**config.mk**
```make
export PLATFORM = sky130hd
export DESIGN_NAME = pkt_ingress_writer
export DESIGN_NICKNAME = d
export VERILOG_FILES = /design/src/rtl/pkt_ingress_writer.sv
export SDC_FILE = /design/constraint.sdc
export NUM_CORES = 1
export LEC_CHECK = 0
export ABC_AREA = 1
export CORE_MARGIN = 2
export CORE_UTILIZATION = 51
export CTS_CLUSTER_SIZE = 16
export DETAILED_ROUTE_END_ITERATION = 7
export PLACE_DENSITY_LB_ADDON = 0.08
export SETUP_SLACK_MARGIN = 0.1
export SLEW_MARGIN = 10
export SYNTH_ARGS = -nofsm -noshare
export SYNTH_HDL_FRONTEND = slang
export SYNTH_SLANG_ARGS = --single-unit
```
**constraint.sdc**
```tcl
create_clock -name clk -period 6.1 [get_ports clk]
set_clock_uncertainty 0.15 [all_clocks]
set_input_delay 1.525 -clock clk [delete_from_list [all_inputs] [get_ports clk]]
set_output_delay 1.525 -clock clk [all_outputs]
set_load 0.02 [all_outputs]
```
**src/rtl/pkt_ingress_writer.sv**
```systemverilog
// Ingress writer for the packet buffer FIFO: writes beats, commits kept packets,
// and rewinds the FIFO write pointer on filter drops, overflow or protocol aborts.
module pkt_ingress_writer #(
   parameter int ADDR_WIDTH = 11,
   parameter int W_DATA     = 8,
   parameter int W_CNT      = 32
) (
   input  logic                  clk,
   input  logic                  reset,
   input  logic [W_DATA-1:0]     ingress_data,
   input  logic                  ingress_valid,
   input  logic                  ingress_sop,
   input  logic                  ingress_eop,
   input  logic                  ingress_drop,
   output logic                  ingress_ready,
   output logic [W_DATA:0]       fifo_wdata,
   output logic                  fifo_wen,
   input  logic                  fifo_full,
   input  logic [ADDR_WIDTH:0]   fifo_wptr,
   output logic                  fifo_wrst,
   output logic [ADDR_WIDTH:0]   fifo_rst_wptr,
   output logic [ADDR_WIDTH:0]   commit_wptr,
   output logic                  commit_valid,
   output logic [W_CNT-1:0]      pkt_count,
   output logic [W_CNT-1:0]      drop_count,
   output logic [W_CNT-1:0]      abort_count
);

   localparam int PW = ADDR_WIDTH + 1;

   typedef enum logic [1:0] {
      IDLE    = 2'd0,
      RECV    = 2'd1,
      DISCARD = 2'd2,
      REWIND  = 2'd3
   } state_t;

   state_t          state_r, state_nxt_s;
   logic [PW-1:0]   start_ptr_r;
   logic [PW-1:0]   commit_wptr_r;
   logic            commit_valid_r;
   logic            pending_r, pending_nxt_s;
   logic [W_CNT-1:0] pkt_count_r, drop_count_r, abort_count_r;

   logic            ready_s, beat_s, pkt_beat_s, wen_s;
   logic            load_start_s, commit_s, inc_drop_s, inc_abort_s;

   assign ready_s = (state_r != REWIND);
   assign beat_s  = ingress_valid && ready_s;

   // Next-state and per-beat decisions; a sop beat in IDLE is handled like a RECV beat
   always_comb begin
      state_nxt_s   = state_r;
      pending_nxt_s = pending_r;
      pkt_beat_s    = 1'b0;
      wen_s         = 1'b0;
      load_start_s  = 1'b0;
      commit_s      = 1'b0;
      inc_drop_s    = 1'b0;
      inc_abort_s   = 1'b0;
      case (state_r)
         IDLE: begin
            if (beat_s && ingress_sop) begin
               load_start_s = 1'b1;
               pkt_beat_s   = 1'b1;
            end else begin
               pkt_beat_s   = 1'b0;
            end
         end
         RECV: begin
            if (beat_s) begin
               pkt_beat_s = 1'b1;
            end else begin
               pkt_beat_s = 1'b0;
            end
         end
         DISCARD: begin
            if (beat_s && ingress_eop) begin
               state_nxt_s = IDLE;
            end else begin
               state_nxt_s = DISCARD;
            end
         end
         REWIND: begin
            if (pending_r) begin
               state_nxt_s = DISCARD;
            end else begin
               state_nxt_s = IDLE;
            end
         end
         default: begin
            state_nxt_s = IDLE;
         end
      endcase

      if (pkt_beat_s) begin
         if (fifo_full) begin
            inc_abort_s   = 1'b1;
            state_nxt_s   = REWIND;
            pending_nxt_s = !ingress_eop;
         end else if ((state_r == RECV) && ingress_sop) begin
            // A new sop while a packet is open: abort it and swallow the newcomer
            inc_abort_s   = 1'b1;
            state_nxt_s   = REWIND;
            pending_nxt_s = 1'b1;
         end else if (ingress_eop && ingress_drop) begin
            inc_drop_s    = 1'b1;
            state_nxt_s   = REWIND;
            pending_nxt_s = 1'b0;
         end else if (ingress_eop) begin
            wen_s         = 1'b1;
            commit_s      = 1'b1;
            state_nxt_s   = IDLE;
         end else begin
            wen_s         = 1'b1;
            state_nxt_s   = RECV;
         end
      end else begin
         wen_s = 1'b0;
      end
   end

   // State, pointers and statistics
   always_ff @(posedge clk or posedge reset) begin
      if (reset) begin
         state_r        <= IDLE;
         pending_r      <= 1'b0;
         start_ptr_r    <= {PW{1'b0}};
         commit_wptr_r  <= {PW{1'b0}};
         commit_valid_r <= 1'b0;
         pkt_count_r    <= {W_CNT{1'b0}};
         drop_count_r   <= {W_CNT{1'b0}};
         abort_count_r  <= {W_CNT{1'b0}};
      end else begin
         state_r        <= state_nxt_s;
         pending_r      <= pending_nxt_s;
         commit_valid_r <= commit_s;
         if (load_start_s) start_ptr_r <= fifo_wptr;
         // fifo_wptr has not yet absorbed the eop write, hence the +1
         if (commit_s) begin
            commit_wptr_r <= fifo_wptr + {{(PW-1){1'b0}}, 1'b1};
            pkt_count_r   <= pkt_count_r + {{(W_CNT-1){1'b0}}, 1'b1};
         end
         if (inc_drop_s)  drop_count_r  <= drop_count_r + {{(W_CNT-1){1'b0}}, 1'b1};
         if (inc_abort_s) abort_count_r <= abort_count_r + {{(W_CNT-1){1'b0}}, 1'b1};
      end
   end

   assign ingress_ready = ready_s;
   assign fifo_wdata    = {ingress_eop, ingress_data};
   assign fifo_wen      = wen_s;
   assign fifo_wrst     = (state_r == REWIND);
   assign fifo_rst_wptr = start_ptr_r;
   assign commit_wptr   = commit_wptr_r;
   assign commit_valid  = commit_valid_r;
   assign pkt_count     = pkt_count_r;
   assign drop_count    = drop_count_r;
   assign abort_count   = abort_count_r;

endmodule

```
* Word level (Yosys, flattened, before mapping)
Cells that the tools add are included.
** Word-level totals
- Flip-flop bits (word level) :: 124
- Input port bits :: 27
- Output and inout bits :: 133
- Logic and storage cells :: 57
** Cells by class
- Add/subtract/negate cells :: 4
- Equal/unequal tests :: 4
- Muxes and demuxes :: 31
- Reduce and logical (&&, ||, !) cells :: 10
** Operators with widths (count)
- 32-bit by 1-bit adder with 32-bit output (second input constant) :: 3
- 1-bit 2-to-1 mux :: 23
- 12-bit by 1-bit adder with 12-bit output (second input constant) :: 1
- 2-bit 2-to-1 mux :: 6
- 3-bit nonzero test :: 2
- 1-bit logical AND :: 5
- 2-bit == test (second input constant) :: 2
- 2-bit case mux with 2 select lines :: 1
- 2-bit by 1-bit == test with 1-bit output (second input constant) :: 1
- 2-bit logical NOT :: 1
- 2-bit != test (second input constant) :: 1
- 1-bit case mux with 2 select lines :: 1
- 2-bit AND reduction :: 1
- 1-bit logical NOT :: 1

* Depth between registers and ports, before layout
Gate-level depths: netlist of run 1.
- Depth after elaboration :: 6
- Gate-level depth with buffers :: 10
- Depth with buffers taken out :: 10

* Worst setup path after synthesis of run 1
Ideal clock, no wire load.
- Kind :: input to output
- From :: input ingress_sop
- To :: output fifo_wen
- Arrival time :: 2.347 ns
- Data required time :: 4.425 ns
- Setup slack :: 2.078 ns
- Stages :: 6
- Buffers on the path :: 0
- Cells stage by stage :: nand2_1 -> inv_1 -> nand2_4 -> nand2_4 -> inv_4 -> nor3_1
** On the way
- Word-level cells in the longest chain between the ends :: 4
- Elaborated cells on any way between the ends :: 7
- Those cells by class :: mux (5); reduce/logical (2)
** Ends and longest elaborated chain
- from (decl) :: RTL line 12 : input logic ingress_sop,
- 1-bit logical AND (on tied branches) :: RTL line 63, 101
- 1-bit 2-to-1 mux (on tied branches) :: RTL line 63, 101
- 1-bit case mux with 2 select lines / 1-bit 2-to-1 mux (equally long branches) :: RTL line 61, 97
- 1-bit 2-to-1 mux (*) :: RTL line 96 : if (pkt_beat_s) begin
- to (decl) :: RTL line 17 : output logic fifo_wen,
Every way passes the cells marked *; elsewhere a longest branch is shown, timed or not.

* Worst setup path in the final report of run 1
- From :: input ingress_valid
- To :: output fifo_wen
** On the way
- Word-level cells in the longest chain between the ends :: 5
- Elaborated cells on any way between the ends :: 6
- Those cells by class :: mux (4); reduce/logical (2)
** Ends and longest elaborated chain
- from (decl) :: RTL line 11 : input logic ingress_valid,
- 1-bit logical AND (*) :: RTL line 49 : assign beat_s = ingress_valid && ready_s;
- 1-bit logical AND :: RTL line 63 : if (beat_s && ingress_sop) begin
- 1-bit 2-to-1 mux :: RTL line 63
- 1-bit case mux with 2 select lines (*) :: RTL line 61 : case (state_r)
- 1-bit 2-to-1 mux (*) :: RTL line 96
Marked as above.

==> results of run 1 <==
metrics by stage:
stage | util | std cells | worst slack (ns)
floorplan | - | 943 | 1.13
global placement | 0.634 | 1237 | 1.08
detailed placement | 0.634 | 1237 | 1.07
CTS | 0.675 | 1269 | 1.08
global route | 0.675 | 1269 | 0.953
finish | 0.675 | 1269 | 1.08
worst min-delay path, delay by kind of cell, from the launching register on:
| kind | cells | cell delay, ns |
|---|---|---|
| AND/OR/NAND/NOR | 2 | 0.10 |
| flip-flops | 1 | 0.34 |
cell families after synthesis:
family,share of synthesized area
compound gates,0.0179
xor+xnor,0.0659
fa+ha+maj,0.00725
buf+inv,0.0846
flops,0.449
mux,0.00163
simple gates,0.373
power groups by stage:
stage / Combinational, W / Sequential, W / Clock [W]
final: 0.000679 / 0.00105 / 0.000923
after global routing: 0.000737 / 0.00106 / 0.000975
after global placement: 0.000677 / 0.00106 / 0
after detailed placement: 0.000683 / 0.00106 / 0
after CTS: 0.000688 / 0.00105 / 0.000936
after floorplan: 0.000248 / 0.00118 / 0
layout make-up:
class	instances	area (µm²)	area share
well taps	176	220	0.0246
multi-input cells	685	3220	0.360
flip-flops and latches	124	3100	0.347
inverters	107	407	0.0455
repair buffers	145	1450	0.162
clock buffers	23	468	0.0524
clock inverters	9	70.1	0.00784
worst max path at each step:
| stage | to | slack [ns] | cells past startpoint |
|---|---|---|---|
| 3_5_place_dp | fifo_wen | 1.07 | 8 |
| 3_3_place_gp | fifo_wen | 1.08 | 8 |
| 4_1_cts | fifo_wen | 1.08 | 8 |
| 5_1_grt | fifo_wen | 0.95 | 8 |
| 6_report | fifo_wen | 1.08 | 8 |
| 2_1_floorplan | abort_count[0] | 1.13 | 1 |
routing by layer:
layer,part of all wire,up-vias,global-route usage
met3,0.059,23,0.0613
met2,0.48,176,0.383
li1,-,3210,-
met1,0.45,3002,0.317
met4,0.017,0,0.0785
met5,0,-,0
flip-flops by register name, indices dropped and copies added (netlist names):
name           cells
abort_count       32
drop_count        32
pkt_count         32
commit_wptr       12
fifo_rst_wptr     12
state_r            2
commit_valid       1
pending_r          1
cell usage in the layout (no fill, tap or decap), types with 12 or more instances in the layout:
cell / netlist / final
nor2_1: 124 / 124
o21ai_0: 18 / 18
dfrtp_1: 124 / 124
clkbuf_16: 0 / 17
nand3_1: 65 / 65
inv_1: 104 / 103
clkdlybuf4s50_1: 0 / 143
nand2_1: 344 / 344
nand3b_1: 13 / 13
xor2_1: 22 / 22
nor3_1: 12 / 12
xnor2_1: 30 / 30
nand4_1: 30 / 30
==> results.md, run 1 <==
* # clock sinks at ~120
* Vias in the first global route at approximately 5.8k
* Total CTS buffers at 17
* CP Capture Type: output port
* Final Hold Viols at 0
* Critical Path AT at between 3 and 4 ns
* Total power at 0.00265 W
* Cts hold-fix bufs at 0
* Sequential share of the synthesized area at 0.449
* R2R setup slack at ~3.7 ns
* Hold Crit Start: commit_wptr[1]
* Clk root buf: clkbuf_16
* Setup TNS Final at 0 ns
* Yosys warns at 0
* #FFs+latches synth at between 100 and 150
* Minimum clock period at 5.02 ns
* Worst hold path cell count at 2
* Post_cts resized at 0
* Crit-path slowest cell: clkdlybuf4s50_1
* WHS at 0.328 ns
* H-tree lvl count at 4
* Worst-case clock buffer depth at 2
* Synthesized cell area at between 0.006 and 0.007 mm²
* Layout area overhead at 29.3%
* CP bufs+invs at 4
* Rel. slew slack at 0.482
* PortBufs at between 100 and 150
* Mean area per synthesized cell at around 7.3 µm²
* Switching Share at 0.314
* Iteration count of the initial detailed-routing pass at 5
* # diodes at 0
* Routed len/inst at between 10 and 15 µm
* Most common library cells after synthesis: nand2_1 (344), dfrtp_1 (124), nor2_1 (124)
* Comb pwr share at 0.256
* Post-route ant nets at 0
* Most frequent cell after synthesis: nand2_1
* Synth Instances at between 900 and 1k
* RSZ-0062 raised after global routing: false
* R2r worst-path depth at 8
* Post-synth EDFFs at 0
* First-pass GRT wire length at 27.9 mm
* Setup Crit Path Kind: in2out
* Flop pwr share at 0.395
* Status: finished clean
* Die Height at 120 µm
* Min-Delay Endpoint: commit_wptr[1]
* Max VDD drop at ~0.24 mV
* Fin crit share at 0.823
* Clk pwr share at 0.349
* Synth top area cells: dfrtp_1 (45%), nand2_1 (19%), nor2_1 (6.7%)
* Worst path cell trace: clkdlybuf4s50_1 > nand2_1 > inv_1 > nand2_4 > nand2_4 > inv_4 > nor3_1 > clkdlybuf4s50_1
* Cell Area, Placed at approximately 0.0084 mm²
* # Post-CTS Setup Buffers at 0
* Worst skew pair latency at 0.41 ns
* Starting DRT DRC Count at slightly above 500
* Max-slew violation count at 0
* Die width at about 120 µm
* Nets at around 1.1k
* Leakage Power at about 4.1 nW
* Max Fclk at around 200 MHz
* Gpl congestion at ~0.91
* Setup violations, final at 0
* CTS tree: built
* Hold Path Class: reg2reg
* Area leader, netlist: dfrtp_1
* Antenna violations before repair at 0
* Internal at ~0.0018 W
* Syn Nets at around 970
* Startpoint types: input port
* Crit path max-delay family: buffers and inverters
* Synth unique cells at 31
* Routed WL at ~17 mm
* Largest net degree at the start of global routing at approximately 60
* R2r startpoint: state_r[0]
* Worst path required time at roughly 4.4 ns
* Worst-margin pin slew at 0.778 ns
* Core Area at between 0.01 and 0.015 mm²
* Pwr/cell area at 296 mW/mm²
* Async SR Flop Fraction at 1.00
* Yosys top cell area share at 0.449
* Total congestion overflow at 0
* IO Count at 160
* Layout Cell Area excl Fill at about 0.0089 mm²
* Die area at roughly 0.014 mm²
* Site row count at 42
* R2r endpoint: commit_wptr[6]
* Sw Pwr at around 0.00083 W
* Crit. Startpoint: ingress_valid
* Post-DP HPWL at ~12 mm
* Clk slew on worst S/H paths at approximately 0.050 ns
* Max stage delay on crit path at between 0.6 and 0.7 ns
* Initial Util at 0.522
* Share of cells above drive strength 1 at 0.0448
* GRT Resource Usage Total at 0.239
* # fillers at about 1.2k
* Max Cap Viol at 0
* Critical-path maximum fanout at 24
* Ys flop type: dfrtp_1
* Post-DR vias/cell at around 5.1
* Via count at between 6k and 7k
* Residual DRC at 0
Note: power is estimated with default switching activity, not from simulation.
==> inputs of run 2 (changes only) <==
Settings changed: CORE_UTILIZATION 51 to 46.
Clock period 6.1 ns to 4.1 ns, I/O delays scaled along.
==> results.md, run 2 (synthesized netlist as in run 1, its figures left out) <==
* Status: finished clean (unchanged)
* Max-slew violation count at 0 (unchanged)
* Pwr/cell area at 453 mW/mm² (was 296 mW/mm²)
* Max Fclk at around 280 MHz
* Final Hold Viols at 0 (unchanged)
* Clk root buf: clkbuf_16 (unchanged)
* Setup violations, final at 0 (unchanged)
* Worst-margin pin slew at 0.773 ns (was 0.778 ns)
* R2r endpoint: pkt_count[20] (was commit_wptr[6])
* Gpl congestion at 0.859 (was 0.907)
* Worst path cell trace: clkdlybuf4s50_1 > nand2_1 > inv_1 > nand2_4 > nand2_4 > inv_4 > nor3_1 > dlymetal6s2s_1 (was clkdlybuf4s50_1 > nand2_1 > inv_1 > nand2_4 > nand2_4 > inv_4 > nor3_1 > clkdlybuf4s50_1)
* # clock sinks at 124 (unchanged)
* Crit path max-delay family: buffers and inverters (unchanged)
* Placed cells at 1,248 (was 1,237)
* Share of cells above drive strength 1 at 0.0493 (was 0.0448)
* Highest-count cells in the layout ignoring fill and taps: nand2_1 (344), clkdlybuf4s50_1 (142), nor2_1 (124), dfrtp_1 (124), inv_1 (103) (was nand2_1 (344), clkdlybuf4s50_1 (143), nor2_1 (124), dfrtp_1 (124), inv_1 (103))
* Die width at 127 µm (was 120 µm)
* Max Cap Viol at 0 (unchanged)
* Residual DRC at 0 (unchanged)
* Iteration count of the initial detailed-routing pass at 5 (unchanged)
* H-tree lvl count at 4 (unchanged)
* PortBufs at 143 (unchanged)
* Crit-path slowest cell: clkdlybuf4s50_1 (unchanged)
* First-pass GRT wire length at 28.8 mm (was 27.9 mm)
* Worst skew pair latency at 0.42 ns (was 0.41 ns)
* Layout area overhead at 31.1% (was 29.3%)
* Vias in the first global route at 5,950 (was 5,829)
* Critical-path maximum fanout at 7 (was 24)
* Cts hold-fix bufs at 0 (unchanged)
* GRT Resource Usage Total at 0.222 (was 0.239)
* Cell Area, Placed at 0.00844 mm² (was 0.00840 mm²)
* Number of cells on the critical path at 8 (unchanged)
* Die area at 0.0160 mm² (was 0.0145 mm²)
* Leakage Power at 4.13 nW (was 4.06 nW)
* RSZ-0062 raised after global routing: false (unchanged)
* GR peak layer: met2 (unchanged)
* Setup WS pre-CTS at 0.178 ns (was 1.07 ns)
* Post-DP HPWL at 12.1 mm (was 12.0 mm)
* Critical path endpoint: fifo_wen (unchanged)
* R2R setup slack at 1.78 ns (was 3.71 ns)
* Via count at 6,330 (was 6,411)
* Post-route ant nets at 0 (unchanged)
* CP bufs+invs at 4 (unchanged)
* Antenna violations before repair at 0 (unchanged)
* Setup TNS Final at 0 ns (unchanged)
* IO Count at 160 (unchanged)
* Largest net degree at the start of global routing at 125 (was 61)
* Clk slew on worst S/H paths at 0.05 ns (about the same)
* Starting DRT DRC Count at 431 (was 513)
* # diodes at 0 (unchanged)
* Startpoint types: input port (unchanged)
* Most used cell, CP: nand2_4
* CP Capture Type: output port (unchanged)
* Layout Cell Area excl Fill at 0.00905 mm² (was 0.00893 mm²)
* Max stage delay on crit path at 0.52 ns (was 0.63 ns)
* R2r worst-path depth at 8 (unchanged)
* Worst setup slack after layout at 0.571 ns (was 1.08 ns)
* Die Height at 127 µm (was 120 µm)
* Routing usage on met1 at 0.301 (was 0.317)
* Post-DR vias/cell at 4.95 (was 5.05)
* Crit. Startpoint: ingress_valid (unchanged)
* Finished Layout Cells at 1,280 (was 1,269)
* Total CTS buffers at 17 (unchanged)
* Nets at 1,114 (was 1,111)
* Core Area at 0.0146 mm² (was 0.0132 mm²)
* Site row count at 44 (was 42)
* Global-route track usage on met2 at 0.350 (was 0.383)
* R2r startpoint: pkt_count[0] (was state_r[0])
* WHS at 0.328 ns (about the same)
* Hold Path Class: reg2reg (unchanged)
* Max VDD drop at 0.386 mV (was 0.237 mV)
* Worst-case clock buffer depth at 2 (unchanged)
* CTS tree: built (unchanged)
* Routed len/inst at 13.3 µm (about the same)
* Worst path required time at 2.92 ns (was 4.43 ns)
* Commonest non-fill, non-tap cell in the layout: nand2_1 (unchanged)
* Initial Util at 0.473 (was 0.522)
* Total congestion overflow at 0 (unchanged)
* Minimum clock period at roughly 3.5 ns
* Grt met3 use at 0.0515 (was 0.0613)
* Fin crit share at 0.861
* Setup Crit Path Kind: in2out (unchanged)
* Critical Path AT at 2.35 ns (was 3.34 ns)
* Routed WL at 17.0 mm (was 16.8 mm)
* Rel. slew slack at 0.482 (about the same)
run 2: worst min-delay path by stage:
| stage | from | to | slack, ns | cells after the start |
|---|---|---|---|---|
| after floorplan | pending_r | pending_r | 0.30 | 2 |
| after global placement | commit_wptr[1] | commit_wptr[1] | 0.31 | 2 |
| after detailed placement | commit_wptr[9] | commit_wptr[9] | 0.31 | 2 |
| after CTS | fifo_rst_wptr[4] | fifo_rst_wptr[4] | 0.34 | 2 |
| after global routing | fifo_rst_wptr[4] | fifo_rst_wptr[4] | 0.35 | 2 |
| final | fifo_rst_wptr[2] | fifo_rst_wptr[2] | 0.33 | 2 |
run 2: area by class of cell:
type,count,area [µm²]
fillers,1293,5530
multi-input cells,685,3220
flip-flops and latches,124,3100
repair buffers,148,1480
clock buffers,26,529
inverters,107,408
well taps,184,230
clock inverters,6,80.1
run 2: where the power goes:
part	leakage (nW)	internal [W]	switching, W
combinational	2.15	0.000445	0.000572
sequential	1.67	0.00141	0.000145
clock	0.306	0.00100	0.000526
total	4.13	0.00286	0.00124
run 2: worst reg2reg max path: stages, from the launching register on:
cell	delay, ns
dfrtp_1	0.42
ha_1	0.22
nand3_1	0.09
nor2_1	0.25
nand3_1	0.16
nor2_1	0.62
nand3_1	0.16
nand2_1	0.10
nand2_1	0.05
run 2: repair_timing:
item / 4_1_cts / 5_1_grt
setup endpoints to repair: 0 / 1
buffers inserted: 0 / 0
gates resized for setup: 0 / 1
run 2: metrics by stage:
| step | power (W) | util |
|---|---|---|
| floorplan | 0.00213 | - |
| global placement | 0.00259 | 0.579 |
| global route | 0.00430 | 0.621 |
| detailed placement | 0.00260 | 0.579 |
| finish | 0.00410 | 0.621 |
| CTS | 0.00414 | 0.620 |
run 2: per-layer routing:
layer,vias up,wire [µm]
met5,-,0
met4,0,277
met3,24,994
met2,171,7920
met1,2924,7840
li1,3211,-
==> inputs of run 3 (changes only) <==
Settings changed: CORE_MARGIN 2 to 4, CORE_UTILIZATION 46 to 58, DONT_BUFFER_PORTS from default to 1, REMOVE_ABC_BUFFERS from default to 1.
==> results.md, run 3 (synthesized netlist as in run 1, its figures left out) <==
* Layout area overhead at 7.88% (was 31.1%)
* Die Height at 117 µm (was 127 µm)
* Share of cells above drive strength 1 at 0.0477 (was 0.0493)
* Setup violations, final at 0 (unchanged)
* Max VDD drop at 0.381 mV (was 0.386 mV)
* Worst path required time at 2.92 ns (about the same)
* Fin crit share at 0.745 (was 0.861)
* Routed len/inst at 14.8 µm (was 13.3 µm)
* Clk root buf: clkbuf_16 (unchanged)
* Die width at 117 µm (was 127 µm)
* Nets at 968 (was 1,114)
* Worst path cell trace: nand2_1 > inv_1 > nand2_4 > nand2_4 > inv_4 > nor3_1 > buf_4 (was clkdlybuf4s50_1 > nand2_1 > inv_1 > nand2_4 > nand2_4 > inv_4 > nor3_1 > dlymetal6s2s_1)
* Final core occ at 0.647 (was 0.621)
* R2r startpoint: pkt_count[0] (unchanged)
* Min-Delay Endpoint: pending_r (was fifo_rst_wptr[2])
* Via count at 5,845 (was 6,330)
* R2r endpoint: pkt_count[24] (was pkt_count[20])
* Core Area at 0.0115 mm² (was 0.0146 mm²)
* Critical-path maximum fanout at 24 (was 7)
* Vias in the first global route at 5,649 (was 5,950)
* Worst skew pair latency at 0.42 ns (about the same)
* Post-route ant nets at 0 (unchanged)
* PortBufs at 0 (was 143)
* Setup TNS Final at 0 ns (unchanged)
* Die area at 0.0137 mm² (was 0.0160 mm²)
* Worst-margin pin slew at 0.959 ns (was 0.773 ns)
* Layout Cell Area excl Fill at 0.00745 mm² (was 0.00905 mm²)
* Max Cap Viol at 0 (unchanged)
* Max-slew violation count at 0 (unchanged)
* Post-DR vias/cell at 5.38 (was 4.95)
* GRT Resource Usage Total at 0.248 (was 0.222)
* Iteration count of the initial detailed-routing pass at 6 (was 5)
* RSZ-0062 raised after global routing: false (unchanged)
* # Post-CTS Setup Buffers at 0 (unchanged)
* Cts hold-fix bufs at 0 (unchanged)
* Post_cts resized at 0 (unchanged)
* R2r worst-path depth at 8 (unchanged)
* Max Fclk at 328 MHz (was 283 MHz)
* Max stage delay on crit path at 0.18 ns (was 0.52 ns)
* Startpoint types: input port (unchanged)
* Most used cell, CP: nand2_4 (unchanged)
* Worst-case clock buffer depth at 2 (unchanged)
* Largest net degree at the start of global routing at 77 (was 125)
* Site row count at 39 (was 44)
* Residual DRC at 0 (unchanged)
* Total congestion overflow at 0 (unchanged)
* Initial Util at 0.600 (was 0.473)
* H-tree lvl count at 4 (unchanged)
* Worst hold path cell count at 2 (unchanged)
* # diodes at 0 (unchanged)
* Status: finished clean (unchanged)
* Hold Path Class: reg2reg (unchanged)
* Rel. slew slack at 0.361 (was 0.482)
* IO Count at 160 (unchanged)
* Final Hold Viols at 0 (unchanged)
* Hold Crit Start: pending_r (was fifo_rst_wptr[2])
* Cell Area, Placed at 0.00694 mm² (was 0.00844 mm²)
* R2R setup slack at 1.61 ns (was 1.78 ns)
* Clk slew on worst S/H paths at 0.05 ns (about the same)
* First-pass GRT wire length at 26.9 mm (was 28.8 mm)
* Minimum clock period at 3.05 ns (was 3.53 ns)
* CP Capture Type: output port (unchanged)
* Total power at 0.00356 W (was 0.00410 W)
* Crit-path slowest cell: nand2_4 (was clkdlybuf4s50_1)
* Commonest non-fill, non-tap cell in the layout: nand2_1 (unchanged)
* # clock sinks at 124 (unchanged)
* Antenna violations before repair at 0 (unchanged)
* Highest-count cells in the layout ignoring fill and taps: nand2_1 (344), nor2_1 (124), dfrtp_1 (124), inv_1 (103), nand3_1 (65) (was nand2_1 (344), clkdlybuf4s50_1 (142), nor2_1 (124), dfrtp_1 (124), inv_1 (103))
* Total CTS buffers at 17 (unchanged)
* Pwr/cell area at 478 mW/mm² (was 453 mW/mm²)
* Post-DP HPWL at 11.7 mm (was 12.1 mm)
* Setup Crit Path Kind: in2out (unchanged)
* Leakage Power at 3.54 nW (was 4.13 nW)
* Gpl congestion at 0.914 (was 0.859)
* Routed WL at 16.0 mm (was 17.0 mm)
* Critical Path AT at 1.88 ns (was 2.35 ns)
* Starting DRT DRC Count at 407 (was 431)
* CTS tree: built (unchanged)
==> run 3: worst max-delay path: cells and delay by family <==
kind | cells | cell delay [ns]
simple gates | 4 | 0.51
buf+inv | 3 | 0.34
==> run 3: area by class of cell <==
cell class,count,area [µm²]
Tap cell,143,179
Sequential cell,124,3100
Clock inverter,4,45.0
Inverter,107,407
Fill cell,1023,4060
Multi-Input combinational cell,685,3220
Timing Repair Buffer,2,27.5
Clock buffer,21,470
==> run 3: how the worst max path moves through the flow <==
stage | from | to | slack [ns] | depth (start not counted)
finish | ingress_sop | fifo_wen | 1.05 | 7
global route | ingress_sop | fifo_wen | 0.92 | 7
CTS | ingress_sop | fifo_wen | 1.03 | 7
detailed placement | ingress_sop | fifo_wen | 1.03 | 7
global placement | ingress_sop | fifo_wen | 1.09 | 7
floorplan | reset | abort_count[0] | -0.37 | 1
==> run 3: layer usage <==
metal	share of wire	up-vias	global-route usage
li1	-	2918	-
met1	0.42	2702	0.313
met2	0.46	201	0.382
met3	0.094	24	0.0977
met4	0.020	0	0.101
met5	0	-	0
==> run 3: power by group <==
group / leakage (nW) / switching, W / internal, W / total [W]
Clock: 0.258 / 0.000484 / 0.000850 / 0.00133
Sequential: 1.67 / 0.000401 / 0.00140 / 0.00181
Combinational: 1.62 / 0.000280 / 0.000144 / 0.000425
==> run 3: through the flow <==
stage	instances	hold WS [ns]	worst slack [ns]
2_1_floorplan	916	0.300	-0.374
3_3_place_gp	1061	0.317	1.09
3_5_place_dp	1061	0.344	1.03
4_1_cts	1086	0.358	1.03
5_1_grt	1086	0.374	0.921
6_report	1086	0.354	1.05
